`src/rtl/pixel_packer.sv`:
```
// pixel_packer: shades ray-marcher hits to grey and streams them as RGB888 video with frame/line tags.
// surface_point packs {x, y, z} as signed Q16.16 words, x in the top word; only z drives the shade.
module pixel_packer #(
    parameter int          FRAME_W    = 640,
    parameter int          FRAME_H    = 480,
    parameter int          FIFO_DEPTH = 16,
    parameter logic [23:0] BG_COLOR   = 24'h000020
) (
    input  logic        clk,
    input  logic        rst,
    input  logic [95:0] surface_point,
    input  logic        valid,
    input  logic        hit,
    output logic [23:0] out_data,
    output logic        out_valid,
    input  logic        out_ready,
    output logic        out_user,
    output logic        out_last,
    output logic        frame_done,
    output logic        overflow
);
    localparam int AW = $clog2(FIFO_DEPTH);
    localparam int XW = FRAME_W > 1 ? $clog2(FRAME_W) : 1;
    localparam int YW = FRAME_H > 1 ? $clog2(FRAME_H) : 1;

    logic [31:0]    z;
    logic [7:0]     grey;
    logic [23:0]    shade;
    logic           unused_xy;
    logic           rst_hold_q;
    logic           s1_valid_q;
    logic [23:0]    s1_pix_q;
    logic [23:0]    mem_q [FIFO_DEPTH];
    logic [AW-1:0]  wr_q, rd_q;
    logic [AW:0]    count_q, count_d;
    logic [XW-1:0]  x_q, x_d;
    logic [YW-1:0]  y_q, y_d;
    logic           frame_done_q, overflow_q;
    logic           pop, push, accept, x_wrap, y_wrap;

    assign z         = surface_point[31:0];
    assign unused_xy = ^surface_point[95:32];
    // Negative z is nearest (white); anything at or beyond 256.0 is black.
    assign grey      = z[31] ? 8'd255 : (|z[30:24] ? 8'd0 : ~z[23:16]);
    assign shade     = hit ? {3{grey}} : BG_COLOR;

    assign out_valid  = count_q != '0;
    assign pop        = out_valid && out_ready;
    assign push       = s1_valid_q;
    assign accept     = push && (count_q != (AW+1)'(FIFO_DEPTH) || pop);
    assign x_wrap     = x_q == XW'(FRAME_W - 1);
    assign y_wrap     = y_q == YW'(FRAME_H - 1);
    assign out_data   = out_valid ? mem_q[rd_q] : '0;
    assign out_user   = out_valid && x_q == '0 && y_q == '0;
    assign out_last   = out_valid && x_wrap;
    assign frame_done = frame_done_q;
    assign overflow   = overflow_q;

    always_comb begin
        count_d = count_q + (AW+1)'(accept) - (AW+1)'(pop);
        x_d     = pop ? (x_wrap ? '0 : x_q + XW'(1)) : x_q;
        y_d     = pop && x_wrap ? (y_wrap ? '0 : y_q + YW'(1)) : y_q;
    end

    // rst_hold_q masks the first edge after reset release so inputs there are ignored.
    always_ff @(posedge clk or posedge rst) begin
        if (rst) begin
            rst_hold_q   <= 1'b1;
            s1_valid_q   <= 1'b0;
            s1_pix_q     <= '0;
            wr_q         <= '0;
            rd_q         <= '0;
            count_q      <= '0;
            x_q          <= '0;
            y_q          <= '0;
            frame_done_q <= 1'b0;
            overflow_q   <= 1'b0;
        end else begin
            rst_hold_q   <= 1'b0;
            s1_valid_q   <= valid && !rst_hold_q;
            s1_pix_q     <= shade;
            wr_q         <= accept ? wr_q + AW'(1) : wr_q;
            rd_q         <= pop ? rd_q + AW'(1) : rd_q;
            count_q      <= count_d;
            x_q          <= x_d;
            y_q          <= y_d;
            frame_done_q <= pop && x_wrap && y_wrap;
            overflow_q   <= overflow_q || (push && !accept);
        end
    end

    always_ff @(posedge clk) begin
        if (accept) mem_q[wr_q] <= s1_pix_q;
    end
endmodule
```
`config.mk`:
```
export PLATFORM = sky130hd
export DESIGN_NAME = pixel_packer
export DESIGN_NICKNAME = d
export VERILOG_FILES = /design/src/rtl/pixel_packer.sv
export SDC_FILE = /design/constraint.sdc
export NUM_CORES = 1
export LEC_CHECK = 0
export BUFFER_PORTS_ARGS = -buffer_cell sky130_fd_sc_hd__clkbuf_2
export CORE_MARGIN = 1.5
export CORE_UTILIZATION = 45
export DETAILED_ROUTE_END_ITERATION = 8
export GPL_TIMING_DRIVEN = 0
export PLACE_DENSITY = 0.66
export SLEW_MARGIN = 20
export SYNTH_ARGS = -nofsm -noshare
export SYNTH_HDL_FRONTEND = slang
export SYNTH_SLANG_ARGS = --single-unit
```
`constraint.sdc`:
```
create_clock -name clk -period 3.89 [get_ports clk]
set_input_delay 0.778 -clock clk [delete_from_list [all_inputs] [get_ports clk]]
set_output_delay 0.778 -clock clk [all_outputs]
set_load 0.01 [all_outputs]
```
-- After elaboration in Yosys (flattened, before gate mapping)
Memories as Yosys holds them, arrays and structs flattened.
Cells that the tools add are included.
- flip-flop bits (word level): 60
- memory bits (writable): 384
- bits of input ports: 101
- memories kept: 1
- memories (name ; words ; bits a word ; read ports ; clocked after memory_dff ; write ports ; line ; RTL):
    mem_q ; 16 ; 24 ; 1 ; 0 ; 1 ; 33 ; logic [23:0] mem_q [FIFO_DEPTH];
- $add $sub $neg: 6
- equal/unequal tests: 3
- multiplexer cells: 8
- bitwise gates (word level): 1
- reductions and logical operators: 17
- operators by type and width (operator ; count):
    $mux W24 ; 2
    $mux W8 ; 2
    $add A10 B1 Y10 const B ; 1
    $eq A10 B10 Y1 const B ; 1
    $logic_not A10 Y1 ; 1
    $mux W10 ; 1
    $add A9 B1 Y9 const B ; 1
    $eq A9 B9 Y1 const B ; 1
    $logic_and A1 B1 Y1 ; 9
    $logic_not A9 Y1 ; 1
    $mux W9 ; 1
    $add A4 B1 Y4 const B ; 2
    $not A8 Y8 ; 1
    $reduce_or A7 Y1 ; 1
    $add A5 B1 Y5 ; 1
    $ne A5 B5 Y1 const B ; 1
    $reduce_bool A5 Y1 ; 1
    $sub A5 B1 Y5 ; 1
    $logic_not A1 Y1 ; 2
    $logic_or A1 B1 Y1 ; 2
    $mux W1 ; 2

-- Logic depth before layout (Yosys ltp)
- depth in word-level cells: 7
- depth in mapped cells: 16

-- Least setup slack after synthesis
OpenSTA, ideal clock, no wires.
- path type: register to register
- start: reg count_q[3]
- end: reg count_q[4]
- setup time: 0.080 ns
- arrival: 2.712 ns
- data required time: 3.810 ns
- path slack: 1.098 ns
- cell stages (with the launch flop): 17
- period minus slack after synthesis: 2.792 ns
- path through: dfrtp_1 > inv_1 > ha_1 > or4b_1 > buf_6 > nand2_8 > inv_2 > buf_6 > ha_1 > inv_1 > ha_1 > inv_1 > fa_1 > inv_1 > a21oi_1 > o21bai_1 > xnor2_1
- word-level cells in the longest chain between the ends: 6
- ends and longest elaborated chain (item ; line ; RTL):
    from (decl) ; 35 ; logic [AW:0] count_q, count_d;
    from (signal assigned) ; 84 ; count_q <= count_d;
    $reduce_bool A5 Y1 ; 47 ; assign out_valid = count_q != '0;
    $logic_and A1 B1 Y1 ; 48 ; assign pop = out_valid && out_ready;
    $logic_or A1 B1 Y1 ; 50 ; assign accept = push && (count_q != (AW+1)'(FIFO_DEPTH) || pop);
    $logic_and A1 B1 Y1 ; 50 ;
    $add A5 B1 Y5 ; 60 ; count_d = count_q + (AW+1)'(accept) - (AW+1)'(pop);
    $sub A5 B1 Y5 * ; 60 ;
    named net count_d[4] ; 35 ;
The timed path passes the listed nets; every way through them passes the cells marked *.
A chain may end at the register's enable or synchronous reset.

-- Final worst setup path
- start: reg rd_q[1]
- end: out out_data[15]
- word-level cells in the longest chain between the ends: 2
- ends and longest elaborated chain (item ; line ; RTL):
    from (decl) ; 34 ; logic [AW-1:0] wr_q, rd_q;
    from (signal assigned) ; 83 ; rd_q <= pop ? rd_q + AW'(1) : rd_q;
    $mem_v2 Z16 W24 ; -- ;
    $mux W24 ; 53 ; assign out_data = out_valid ? mem_q[rd_q] : '0;
    to (decl) ; 14 ; output logic [23:0] out_data,
No other way between the ends.

==> run_results.csv <==
group,metric,value,unit
timing,setup_ws,383.0,ps
placement,dp_slack,798.1,ps
setup_path,reg2regPathDepth,16,
routing,vias,4226,
final_layout,antenna_cells,0,
setup_path,cp-end-kind,"output port",
clocking,path_clk_slew,60,ps
timing,max_freq,285.1,MHz
synthesis,synth_nets,607,
synthesis,yosysSeqAreaShare,68.17,%
floorplan,start_util,46.07,%
synthesis,ys_types,45,
timing,setup_violations,0,
pwr,powerDensity,688.9,mW/mm^2
setup_path,reg2reg_slack,870,ps
global_routing,grt-ovfl-total,0,
timing,finalCriticalPeriod,3507,ps
global_routing,grt_max_degree,25,
setup_path,cp.arrival,2730,ps
setup_path,cp-start-kind,"flop",
clocking,htree_levels,4,
timing,rsz0062_at_grt,"false",
pwr,p_leak,0.003392,uW
final_layout,final_cell_count_no_fill,797,
timing,min_period_over_period,90.15,%
clocking,hold_buffers,0,
setup_path,critical_path_class,"reg -> out",
timing,fin_setup_tns,0,ps
synthesis,synth_flop_cell,"edfxtp_1",
routing,avgRoutedWirePerCell,19.23,microns
clocking,postCtsSetupBuffers,0,
setup_path,crit_family,"buffers and inverters",
placement,io_buffers,47,
final_layout,finalNetCount,676,
routing,drt_wl_total,15320,microns
synthesis,synth_warnings,0,
floorplan,rows,48,
final_layout,mostFrequentLayoutCell,"edfxtp_1",
setup_path,required,3110,ps
clocking,post_cts_resized,0,
setup_path,path_max_fanout,10,
routing,dr.pass1.iters,5,
synthesis,postSynth.asyncResetShare,23.81,%
synthesis,synth_edf_count,144,
floorplan,die_h,136.3,microns
placement,gp_congestion,0.7776,
clocking,clockRootBuffer,"clkbuf_16",
final_layout,final_cell_mix,"edfxtp_1, clkbuf_2, dfrtp_1",
timing,finalHoldViolations,0,
global_routing,grt_pass1_vias,4476,
synthesis,ys_ff_latch,189,
timing,timing.final.max_slew_violations,0,
setup_path,cpPeakStageDelay,500,ps
global_routing,track_usage,18.32,%
clocking,clockBufferDepth,2,
synthesis,synth_cells,490,
synthesis,avgSynthCellArea,16.32,sq um
min_path,holdCritPathClass,"in -> async",
run,maxCapViolCount,0,
floorplan,dieArea,0.01858,sq mm
final_layout,drive_gt1_share,28.32,%
routing,avgViaCountPerCell,5.302,
pwr,finalPower,6291,uW
synthesis,syn_area,0.007996,sq mm
routing,detail-route-antenna-nets,0,
clocking,cts_buffers,17,
timing,slew_headroom,39.44,%
routing,drc,0,
timing,skew,10.93,ps
timing,worstMarginPinSlew,905.1,ps
setup_path,path_cells,"clkbuf_1 -> buf_2 -> mux4_2 -> mux2i_1 -> a21oi_1 -> buf_4 -> clkbuf_2",
setup_path,slowest_stage,"clkbuf_1",
setup_path,r2r-start,"count_q[3]",
placement,hpwl,10290,microns
pwr,vdd_drop_max,0.5428,mV
final_layout,layout-area-overhead-vs-synth,14.21,%
placement,dp_cells,765,
run_status,status,"complete, no violations",
floorplan,die_w,136.3,microns
clocking,clk_latency,430,ps
setup_path,cp_num_buf_inv,4,
global_routing,grt_first_pass_wirelength,24270,microns
clocking,cts_tree,"yes",
setup_path,r2r_end,"count_q[4]",
floorplan,coreArea,0.01736,sq mm
routing,drt_iter0_drc,294,
global_routing,antenna_found_initial,0,
clocking,cts.sink_count,189,
floorplan,ioPinCount,130,
==> synth_stat cells (all sizes together), types with 10 or more instances <==
cell | n | area [sq um]
edfxtp | 144 | 4324
dfrtp | 44 | 1101
mux4 | 36 | 810.8
buf | 31 | 212.7
nor2 | 31 | 116.4
inv | 22 | 82.58
nand2 | 22 | 98.85
o21ai | 19 | 95.09
ha | 15 | 187.7
a21oi | 14 | 70.07
xnor2 | 12 | 105.1
nand3 | 11 | 55.05
nand4 | 10 | 77.57
==> worst register-to-register path, cell delays in order (launching register included) <==
cell      delay [ps]
dfrtp_1          380
inv_1             80
ha_1             210
or4b_1           460
buf_6            180
nand2_8          100
inv_2             50
buf_6            140
ha_1             270
inv_1             50
ha_1             150
inv_1             50
fa_1             390
inv_1             70
a21oi_1           60
o21bai_1         150
xnor2_1          140
==> flip-flops by register name (all words and copies together), names as in the netlist <==
| signal | count |
|---|---|
| wr_q | 4 |
| push | 1 |
| frame_done | 1 |
| mem_q | 144 |
| count_q | 5 |
| s1_pix_q | 9 |
| x_q | 10 |
| rd_q | 4 |
| y_q | 9 |
| rst_hold_q | 1 |
| overflow | 1 |
==> layer usage <==
layer / share of wire, % / GRT usage, % / wire length, microns / vias to the layer above
met1: 41 / 24.04 / 6339 / 2120
met4: 1.2 / 6.797 / 183 / 0
met2: 51 / 30.08 / 7751 / 123
met5: 0 / 0 / 0 / -
li1: - / - / - / 1972
met3: 6.8 / 4.064 / 1048 / 11
==> stage by stage <==
step / cell area (sq um) / hold slack [ps] / utilization, %
after global placement: 8513 / 459.9 / 49.05
after CTS: 9133 / 377.4 / 52.62
final: 9133 / 371.8 / 52.62
after detailed placement: 8576 / 473.9 / 49.41
after floorplan: 7996 / 463.7 / -
after global routing: 9133 / 400.4 / 52.62
==> kinds of logic (layout without fill, tap and decap cells) <==
group | count (synthesis) | after routing | synth area share [%]
flops | 189 | 189 | 68.17
simple gates | 107 | 107 | 7.244
buf+inv | 58 | 140 | 3.927
mux | 54 | 54 | 12.53
compound gates | 45 | 45 | 3.286
xor+xnor | 20 | 20 | 2.191
fa+ha+maj | 16 | 16 | 2.597
other cells | 1 | 1 | 0.04690
==> worst max-delay path by stage <==
stage | startpoint | endpoint | slack (ps) | depth (start not counted)
after floorplan | count_q[3] | count_q[4] | 1100 | 16
after global placement | out_ready | mem_q[3][21] | 570 | 5
after detailed placement | rd_q[1] | out_data[23] | 800 | 7
after CTS | rd_q[1] | out_data[23] | 330 | 7
after global routing | rd_q[1] | out_data[23] | 210 | 7
final | rd_q[1] | out_data[15] | 380 | 7
==> power breakdown <==
group,internal (uW),switching [uW]
Combinational,1070,1120
Clock,920,689
Sequential,2370,127
==> layout make-up <==
cell class,instances,area [sq um]
plain buffers,36,231.5
clock buffers,27,523.0
fillers,1401,8224
clock inverters,5,33.78
repair buffers,50,277.8
well taps,225,281.5
flip-flops and latches,189,5451
multi-input cells,243,2251
inverters,22,82.58
Power figures use the tool's default switching activity.
